===== src/rtl/apb_pkg.sv =====
// Shared types and default sizing for the round-robin APB master.
package apb_pkg;

    typedef enum logic [1:0] {
        IDLE   = 2'd0,
        SETUP  = 2'd1,
        ACCESS = 2'd2
    } apb_state_e;

    localparam int unsigned APB_NUM_REQ = 2;
    localparam int unsigned APB_ADDR_W  = 4;
    localparam int unsigned APB_DATA_W  = 32;
    localparam int unsigned APB_TIMEOUT = 16;

endpackage


===== src/rtl/apb_rr_master_if.sv =====
// Requester command/response bundle plus the APB bus, with master and slave views.
interface apb_rr_master_if
    import apb_pkg::*;
#(
    parameter int unsigned NUM_REQ = APB_NUM_REQ,
    parameter int unsigned ADDR_W  = APB_ADDR_W,
    parameter int unsigned DATA_W  = APB_DATA_W
);
    logic [NUM_REQ-1:0]        req_valid;
    logic [NUM_REQ-1:0]        req_write;
    logic [NUM_REQ*ADDR_W-1:0] req_addr;
    logic [NUM_REQ*DATA_W-1:0] req_wdata;
    logic [NUM_REQ-1:0]        req_gnt;
    logic [NUM_REQ-1:0]        req_done;
    logic [DATA_W-1:0]         req_rdata;
    logic                      req_err;

    logic [ADDR_W-1:0]         PADDR;
    logic                      PWRITE;
    logic                      PSEL;
    logic                      PENABLE;
    logic [DATA_W-1:0]         PWDATA;
    logic [DATA_W-1:0]         PRDATA;
    logic                      PREADY;

    modport master (
        input  req_valid, req_write, req_addr, req_wdata, PRDATA, PREADY,
        output req_gnt, req_done, req_rdata, req_err,
               PADDR, PWRITE, PSEL, PENABLE, PWDATA
    );

    modport slave (
        output req_valid, req_write, req_addr, req_wdata, PRDATA, PREADY,
        input  req_gnt, req_done, req_rdata, req_err,
               PADDR, PWRITE, PSEL, PENABLE, PWDATA
    );

endinterface


===== src/rtl/rr_arbiter_2.sv =====
// Two-way round-robin pick: the requester served last gets the lower priority.
module rr_arbiter_2 (
    input  logic [1:0] req,
    input  logic [0:0] last,
    output logic [1:0] gnt,
    output logic       any
);

    always_comb begin
        gnt = 2'b00;
        if (last[0]) begin
            gnt[0] = req[0];
            gnt[1] = req[1] & ~req[0];
        end else begin
            gnt[1] = req[1];
            gnt[0] = req[0] & ~req[1];
        end
    end

    assign any = |req;

endmodule


===== src/rtl/apb_rr_master.sv =====
// Shares one APB bus between two requesters: round-robin grant, SETUP/ACCESS
// sequencing with wait states, and abort after TIMEOUT unready ACCESS cycles.
module apb_rr_master
    import apb_pkg::*;
#(
    parameter int unsigned NUM_REQ = APB_NUM_REQ,
    parameter int unsigned ADDR_W  = APB_ADDR_W,
    parameter int unsigned DATA_W  = APB_DATA_W,
    parameter int unsigned TIMEOUT = APB_TIMEOUT
) (
    input  logic            PCLK,
    input  logic            PRESET,
    apb_rr_master_if.master bus
);

    localparam int unsigned CNT_W = $clog2(TIMEOUT);

    apb_state_e         r_state, w_state_nxt;
    logic               r_owner, w_owner_nxt;
    logic               r_last, w_last_nxt;
    logic [CNT_W-1:0]   r_cnt, w_cnt_nxt;
    logic               r_psel, w_psel_nxt;
    logic               r_penable, w_penable_nxt;
    logic               r_pwrite, w_pwrite_nxt;
    logic [ADDR_W-1:0]  r_paddr, w_paddr_nxt;
    logic [DATA_W-1:0]  r_pwdata, w_pwdata_nxt;
    logic [NUM_REQ-1:0] r_done, w_done_nxt;
    logic [DATA_W-1:0]  r_rdata, w_rdata_nxt;
    logic               r_err, w_err_nxt;
    logic [NUM_REQ-1:0] w_gnt;
    logic [1:0]         w_arb_gnt;
    logic               w_arb_any;
    logic               w_win;

    rr_arbiter_2 u_arb (
        .req  (bus.req_valid),
        .last (r_last),
        .gnt  (w_arb_gnt),
        .any  (w_arb_any)
    );

    assign w_win = w_arb_gnt[1];

    // Next-state and next-output logic; PSEL/PENABLE follow the next state so
    // they are registered yet line up with the phase they describe.
    always_comb begin
        w_state_nxt   = r_state;
        w_owner_nxt   = r_owner;
        w_last_nxt    = r_last;
        w_cnt_nxt     = r_cnt;
        w_pwrite_nxt  = r_pwrite;
        w_paddr_nxt   = r_paddr;
        w_pwdata_nxt  = r_pwdata;
        w_rdata_nxt   = r_rdata;
        w_done_nxt    = '0;
        w_err_nxt     = 1'b0;
        w_gnt         = '0;

        case (r_state)
            IDLE: begin
                if (w_arb_any) begin
                    w_gnt        = w_arb_gnt;
                    w_owner_nxt  = w_win;
                    w_last_nxt   = w_win;
                    w_pwrite_nxt = bus.req_write[w_win];
                    w_paddr_nxt  = w_win ? bus.req_addr[ADDR_W +: ADDR_W]
                                         : bus.req_addr[0 +: ADDR_W];
                    w_pwdata_nxt = w_win ? bus.req_wdata[DATA_W +: DATA_W]
                                         : bus.req_wdata[0 +: DATA_W];
                    w_state_nxt  = SETUP;
                end
            end
            SETUP: begin
                w_cnt_nxt   = '0;
                w_state_nxt = ACCESS;
            end
            ACCESS: begin
                if (bus.PREADY) begin
                    w_done_nxt[r_owner] = 1'b1;
                    if (!r_pwrite) begin
                        w_rdata_nxt = bus.PRDATA;
                    end
                    w_state_nxt = IDLE;
                end else if (r_cnt == CNT_W'(TIMEOUT - 1)) begin
                    w_done_nxt[r_owner] = 1'b1;
                    w_err_nxt           = 1'b1;
                    w_rdata_nxt         = '0;
                    w_state_nxt         = IDLE;
                end else begin
                    w_cnt_nxt = r_cnt + CNT_W'(1);
                end
            end
            default: begin
                w_state_nxt = IDLE;
            end
        endcase

        w_psel_nxt    = (w_state_nxt != IDLE);
        w_penable_nxt = (w_state_nxt == ACCESS);
    end

    // Pointer resets to "req1 served last" so requester 0 wins the first tie.
    always_ff @(posedge PCLK or posedge PRESET) begin
        if (PRESET) begin
            r_state   <= IDLE;
            r_owner   <= 1'b0;
            r_last    <= 1'b1;
            r_cnt     <= '0;
            r_psel    <= 1'b0;
            r_penable <= 1'b0;
            r_pwrite  <= 1'b0;
            r_paddr   <= '0;
            r_pwdata  <= '0;
            r_done    <= '0;
            r_rdata   <= '0;
            r_err     <= 1'b0;
        end else begin
            r_state   <= w_state_nxt;
            r_owner   <= w_owner_nxt;
            r_last    <= w_last_nxt;
            r_cnt     <= w_cnt_nxt;
            r_psel    <= w_psel_nxt;
            r_penable <= w_penable_nxt;
            r_pwrite  <= w_pwrite_nxt;
            r_paddr   <= w_paddr_nxt;
            r_pwdata  <= w_pwdata_nxt;
            r_done    <= w_done_nxt;
            r_rdata   <= w_rdata_nxt;
            r_err     <= w_err_nxt;
        end
    end

    assign bus.req_gnt   = w_gnt;
    assign bus.req_done  = r_done;
    assign bus.req_rdata = r_rdata;
    assign bus.req_err   = r_err;
    assign bus.PSEL      = r_psel;
    assign bus.PENABLE   = r_penable;
    assign bus.PWRITE    = r_pwrite;
    assign bus.PADDR     = r_paddr;
    assign bus.PWDATA    = r_pwdata;

endmodule


===== src/flat_wrapper.sv =====
// flat-port wrapper written by rule: the top's interface ports become plain ports
module apb_rr_master_flat import apb_pkg::*;
#(
    parameter int unsigned NUM_REQ = APB_NUM_REQ,
    parameter int unsigned ADDR_W  = APB_ADDR_W,
    parameter int unsigned DATA_W  = APB_DATA_W,
    parameter int unsigned TIMEOUT = APB_TIMEOUT
)
  (PCLK, PRESET, bus_req_valid, bus_req_write, bus_req_addr, bus_req_wdata, bus_PRDATA, bus_PREADY, bus_req_gnt, bus_req_done, bus_req_rdata, bus_req_err, bus_PADDR, bus_PWRITE, bus_PSEL, bus_PENABLE, bus_PWDATA);
  apb_rr_master_if #(.NUM_REQ(NUM_REQ), .ADDR_W(ADDR_W), .DATA_W(DATA_W)) bus_i ();
  input  logic PCLK;
  input  logic PRESET;
  input wire logic [$bits(bus_i.req_valid)-1:0] bus_req_valid;
  input wire logic [$bits(bus_i.req_write)-1:0] bus_req_write;
  input wire logic [$bits(bus_i.req_addr)-1:0] bus_req_addr;
  input wire logic [$bits(bus_i.req_wdata)-1:0] bus_req_wdata;
  input wire logic [$bits(bus_i.PRDATA)-1:0] bus_PRDATA;
  input wire logic [$bits(bus_i.PREADY)-1:0] bus_PREADY;
  output wire logic [$bits(bus_i.req_gnt)-1:0] bus_req_gnt;
  output wire logic [$bits(bus_i.req_done)-1:0] bus_req_done;
  output wire logic [$bits(bus_i.req_rdata)-1:0] bus_req_rdata;
  output wire logic [$bits(bus_i.req_err)-1:0] bus_req_err;
  output wire logic [$bits(bus_i.PADDR)-1:0] bus_PADDR;
  output wire logic [$bits(bus_i.PWRITE)-1:0] bus_PWRITE;
  output wire logic [$bits(bus_i.PSEL)-1:0] bus_PSEL;
  output wire logic [$bits(bus_i.PENABLE)-1:0] bus_PENABLE;
  output wire logic [$bits(bus_i.PWDATA)-1:0] bus_PWDATA;
  assign bus_i.req_valid = bus_req_valid;
  assign bus_i.req_write = bus_req_write;
  assign bus_i.req_addr = bus_req_addr;
  assign bus_i.req_wdata = bus_req_wdata;
  assign bus_i.PRDATA = bus_PRDATA;
  assign bus_i.PREADY = bus_PREADY;
  assign bus_req_gnt = bus_i.req_gnt;
  assign bus_req_done = bus_i.req_done;
  assign bus_req_rdata = bus_i.req_rdata;
  assign bus_req_err = bus_i.req_err;
  assign bus_PADDR = bus_i.PADDR;
  assign bus_PWRITE = bus_i.PWRITE;
  assign bus_PSEL = bus_i.PSEL;
  assign bus_PENABLE = bus_i.PENABLE;
  assign bus_PWDATA = bus_i.PWDATA;
  apb_rr_master #(.NUM_REQ(NUM_REQ), .ADDR_W(ADDR_W), .DATA_W(DATA_W), .TIMEOUT(TIMEOUT)) u_core (.PCLK(PCLK), .PRESET(PRESET), .bus(bus_i));
endmodule

===== config.mk =====
export PLATFORM = sky130hd
export DESIGN_NAME = apb_rr_master_flat
export DESIGN_NICKNAME = d
export VERILOG_FILES = /design/src/rtl/apb_pkg.sv /design/src/rtl/apb_rr_master_if.sv /design/src/rtl/rr_arbiter_2.sv /design/src/rtl/apb_rr_master.sv /design/src/flat_wrapper.sv
export SDC_FILE = /design/constraint.sdc
export NUM_CORES = 1
export LEC_CHECK = 0
export BUFFER_PORTS_ARGS = -buffer_cell sky130_fd_sc_hd__buf_2
export CORE_ASPECT_RATIO = 1.4
export CORE_UTILIZATION = 46
export DETAILED_ROUTE_END_ITERATION = 10
export PLACE_DENSITY = 0.82
export SLEW_MARGIN = 20
export SYNTH_ARGS = -nofsm -noshare
export SYNTH_HDL_FRONTEND = slang
export SYNTH_HIERARCHICAL = 1
export SYNTH_SLANG_ARGS = --single-unit

===== constraint.sdc =====
create_clock -name PCLK -period 2.9 [get_ports PCLK]
set_input_delay 0.29 -clock PCLK [delete_from_list [all_inputs] [get_ports PCLK]]
set_output_delay 0.29 -clock PCLK [all_outputs]
set_load 0.01 [all_outputs]

==> impl_results.md <==
- Critical Path RT: 2.61 ns
- RSZ-0062 raised after global routing: false
- Post-synth top area cell: dfrtp_1
- Syn Area/Cell: 10.0 um^2
- Worst reg2reg startpoint: u_core/bus.PWRITE$_DFFE_PP0P_
- CTS root buf: clkbuf_8
- Die Ht: 108 um
- GRT Residual Overflow: 0
- Synth top area share: 54.4%
- Crit path launch type: register
- CP endpoint kind: output pin
- CTS buffer count: 9
- Compound-Gate Fraction of Synth Area: 13.4%
- Sequential cell area: 0.00205 mm^2
- Ys flop type: dfrtp_1
- # fillers: 636
- Hold Path Depth: 3
- Gpl congestion: 0.798
- I/O Pins: 187
- Multiplexer area fraction after synthesis: 10.6%
- Worst hold margin: 0.153 ns
- Slew headroom: 40.6%
- Top-count cell post-synth: dfrtp_1
- Worst IR Drop VDD: 0.476 mV
- Pwr/cell area: 962 mW/mm^2
- DR pass1 iterations: 4
- Static leakage power: 2.39 nW
- Clock Pin Slew Worst Setup and Hold Paths: 0.07 ns
- Die area: 0.00846 mm^2
- Post-DP Area: 0.00469 mm^2
- Largest net degree at the start of global routing: 82
- Clock sinks: 82
- Yosys Warn Count: 6
- Antenna violations before repair: 2
- Crit path DAT: 1.81 ns
- Area of the multi-input gates: 0.00148 mm^2
- Wire per inst: 13.8 um
- Max frequency: 477 MHz
- Worst Hold End: u_core/bus.req_rdata[20]$_DFFE_PP0P_
- All-Layer GR Usage: 21.6%
- Worst hold start: bus_PRDATA[20]
- DRC violation total after the first TritonRoute iteration: 152
- Synth Instances: 372
- Max-cap violations: 0
- Worst Tran Pin Value: 0.886 ns
- Hpwl dp: 6670 um
- Finished Cell Area: 0.00488 mm^2
- Htree depth: 3
- Status: completed
- First-pass GRT wire length: 14200 um
- Max Transition Viols Final: 0
- Fin. Hold Viols: 0
- Post-synth EDFFs: 0
- Hold crit path type: primary input to register
- Worst setup path class: register to output pin
- Worst-path maximum fanout: 13
- Core area: 0.00780 mm^2
- CP max stage cell: nor3b_4
- Clk buf depth: 2
- Synth unique cells: 37
- DR vias/cell: 5.07
- Synthesized flop and latch total: 82
- Final setup viols: 0
- Most frequent cells after synthesis: 81 x dfrtp_1, 56 x nand2_1, 41 x a21oi_1
- FP Rows: 38
- Synth Net Count: 484
- CTS tree: yes
- Top cells by area, synth: dfrtp_1 54%, mux2i_1 9.9%, nand2_1 5.6%
- Period utilization: 72.3%
- Synth Area in Adders: 0.336%
- Drc violations: 0
- Die Span X: 78.0 um
- Largest delay share family, worst path: simple AND/OR/NAND/NOR gates
- Minimum clock period: 2.10 ns
- Clock latency on the worst-skew pair: 0.34 ns
- Max stage delay on crit path: 0.62 ns
- Synth Area in Simple Gates: 15.2%
- Ys async rst share: 100%
- Antenna viol nets, final: 0
- End of the worst register-to-register path: u_core/bus.req_rdata[8]$_DFFE_PP0P_
- Resized cells post-CTS: 0
- WP buf/inv: 1
- Design Power: 4.69 mW
- Largest family of logic cells by synthesized area: simple AND/OR/NAND/NOR gates
- Initial Util: 47.8%
- Final nets: 660
- R2r worst-path depth: 3
- Post-Synth XOR/XNOR Area: 0%
- R2r setup slk: 0.97 ns
- WL final: 9000 um
- Number of global-route vias before repair: 3018
- Synth Cell Area: 0.00372 mm^2
- Register area share after synthesis: 55.1%
- Fin Clk Skew: 0.00752 ns
- Number of port buffers: 186
- Share of cells above drive strength 1: 39.1%
- Layout area overhead: 31.0%
- Detailed-route via count: 3314
- Setup TNS: 0 ns
- Crit-path cells: nor3b_4 -> and2_1 -> buf_2
-- cell type report --
type / instances / area share (%)
antenna: 1 / 0.0513
multi-input combinational: 258 / 30.4
clock buffer: 13 / 3.26
clock inverter: 3 / 0.308
inverter: 4 / 0.333
timing repair buffer: 193 / 21.0
sequential: 82 / 42.1
tap: 100 / 2.56
-- per-stage QoR --
stage	setup slack (ns)	utilization, %	instances
floorplan	0.503	-	372
global placement	1.06	60.2	636
detailed placement	1.01	60.2	636
CTS	0.745	62.5	653
global route	0.641	62.5	653
finish	0.803	62.6	654
-- layer usage --
metal,track usage [%],wire length [um]
met2,34.8,4330
met3,7.17,889
met1,27.1,3690
met5,0,12
met4,7.80,83
-- logic make-up (layout without fill, tap and decap cells) --
kind of cell / Yosys count / count (layout)
muxes: 39 / 39
DFF: 82 / 82
and+or+nand+nor: 126 / 126
other: 0 / 1
buffers and inverters: 32 / 213
adders and majority gates: 1 / 1
AOI/OAI and AO/OA: 92 / 92
-- state kept, by name, summed over array words and instances (netlist names), 2 cells and up --
name / cells
u_core/bus.PADDR: 4
u_core/bus.PWDATA: 32
u_core/bus.req_done: 2
u_core/bus.req_rdata: 32
u_core/r_cnt: 4
u_core/r_state: 2
-- timing repair --
item / 4_1_cts / 5_1_grt
buffers inserted: 0 / 0
hold buffers: 1 / 0
hold endpoints to repair: 1 / 0
-- worst max path at each step --
stage,endpoint,start,cells past startpoint
after detailed placement,u_core/bus.req_rdata[7]$_DFFE_PP0P_,u_core/bus.PWRITE$_DFFE_PP0P_,3
final,bus_req_gnt[1],u_core/r_state[1]$_DFF_PP0_,3
after global routing,bus_req_gnt[1],u_core/r_state[1]$_DFF_PP0_,3
after CTS,bus_req_gnt[1],u_core/r_state[1]$_DFF_PP0_,3
after global placement,bus_req_gnt[1],bus_req_valid[0],5
after floorplan,u_core/bus.PADDR[0]$_DFFE_PP0P_,PRESET,1
-- tightest hold or removal path: stages --
cell	delay, ns
buf_2	0.07
nand2_1	0.03
o21ai_0	0.06
-- where the power goes --
part / leakage, nW / switching (mW) / internal, mW
combinational: 1.35 / 1.10 / 0.826
clock: 0.0932 / 0.376 / 0.355
sequential: 0.943 / 0.360 / 1.67
total: 2.39 / 1.84 / 2.85
-- cell usage in the layout, fill, tap and decap left out, types with 3 or more instances in the layout --
| cell type | netlist | routed |
|---|---|---|
| clkbuf_8 | 0 | 11 |
| clkinv_2 | 0 | 4 |
| o21ai_0 | 29 | 29 |
| buf_4 | 2 | 3 |
| nand2_1 | 56 | 56 |
| nor2_1 | 39 | 39 |
| dfrtp_1 | 81 | 81 |
| o21ai_1 | 6 | 6 |
| a21oi_1 | 41 | 41 |
| nand3_1 | 12 | 12 |
| buf_2 | 14 | 186 |
| and2_1 | 3 | 3 |
| mux2i_1 | 37 | 37 |
| o211ai_1 | 9 | 9 |
| buf_12 | 0 | 3 |
| inv_1 | 4 | 3 |
Power figures use the tool's default switching activity.
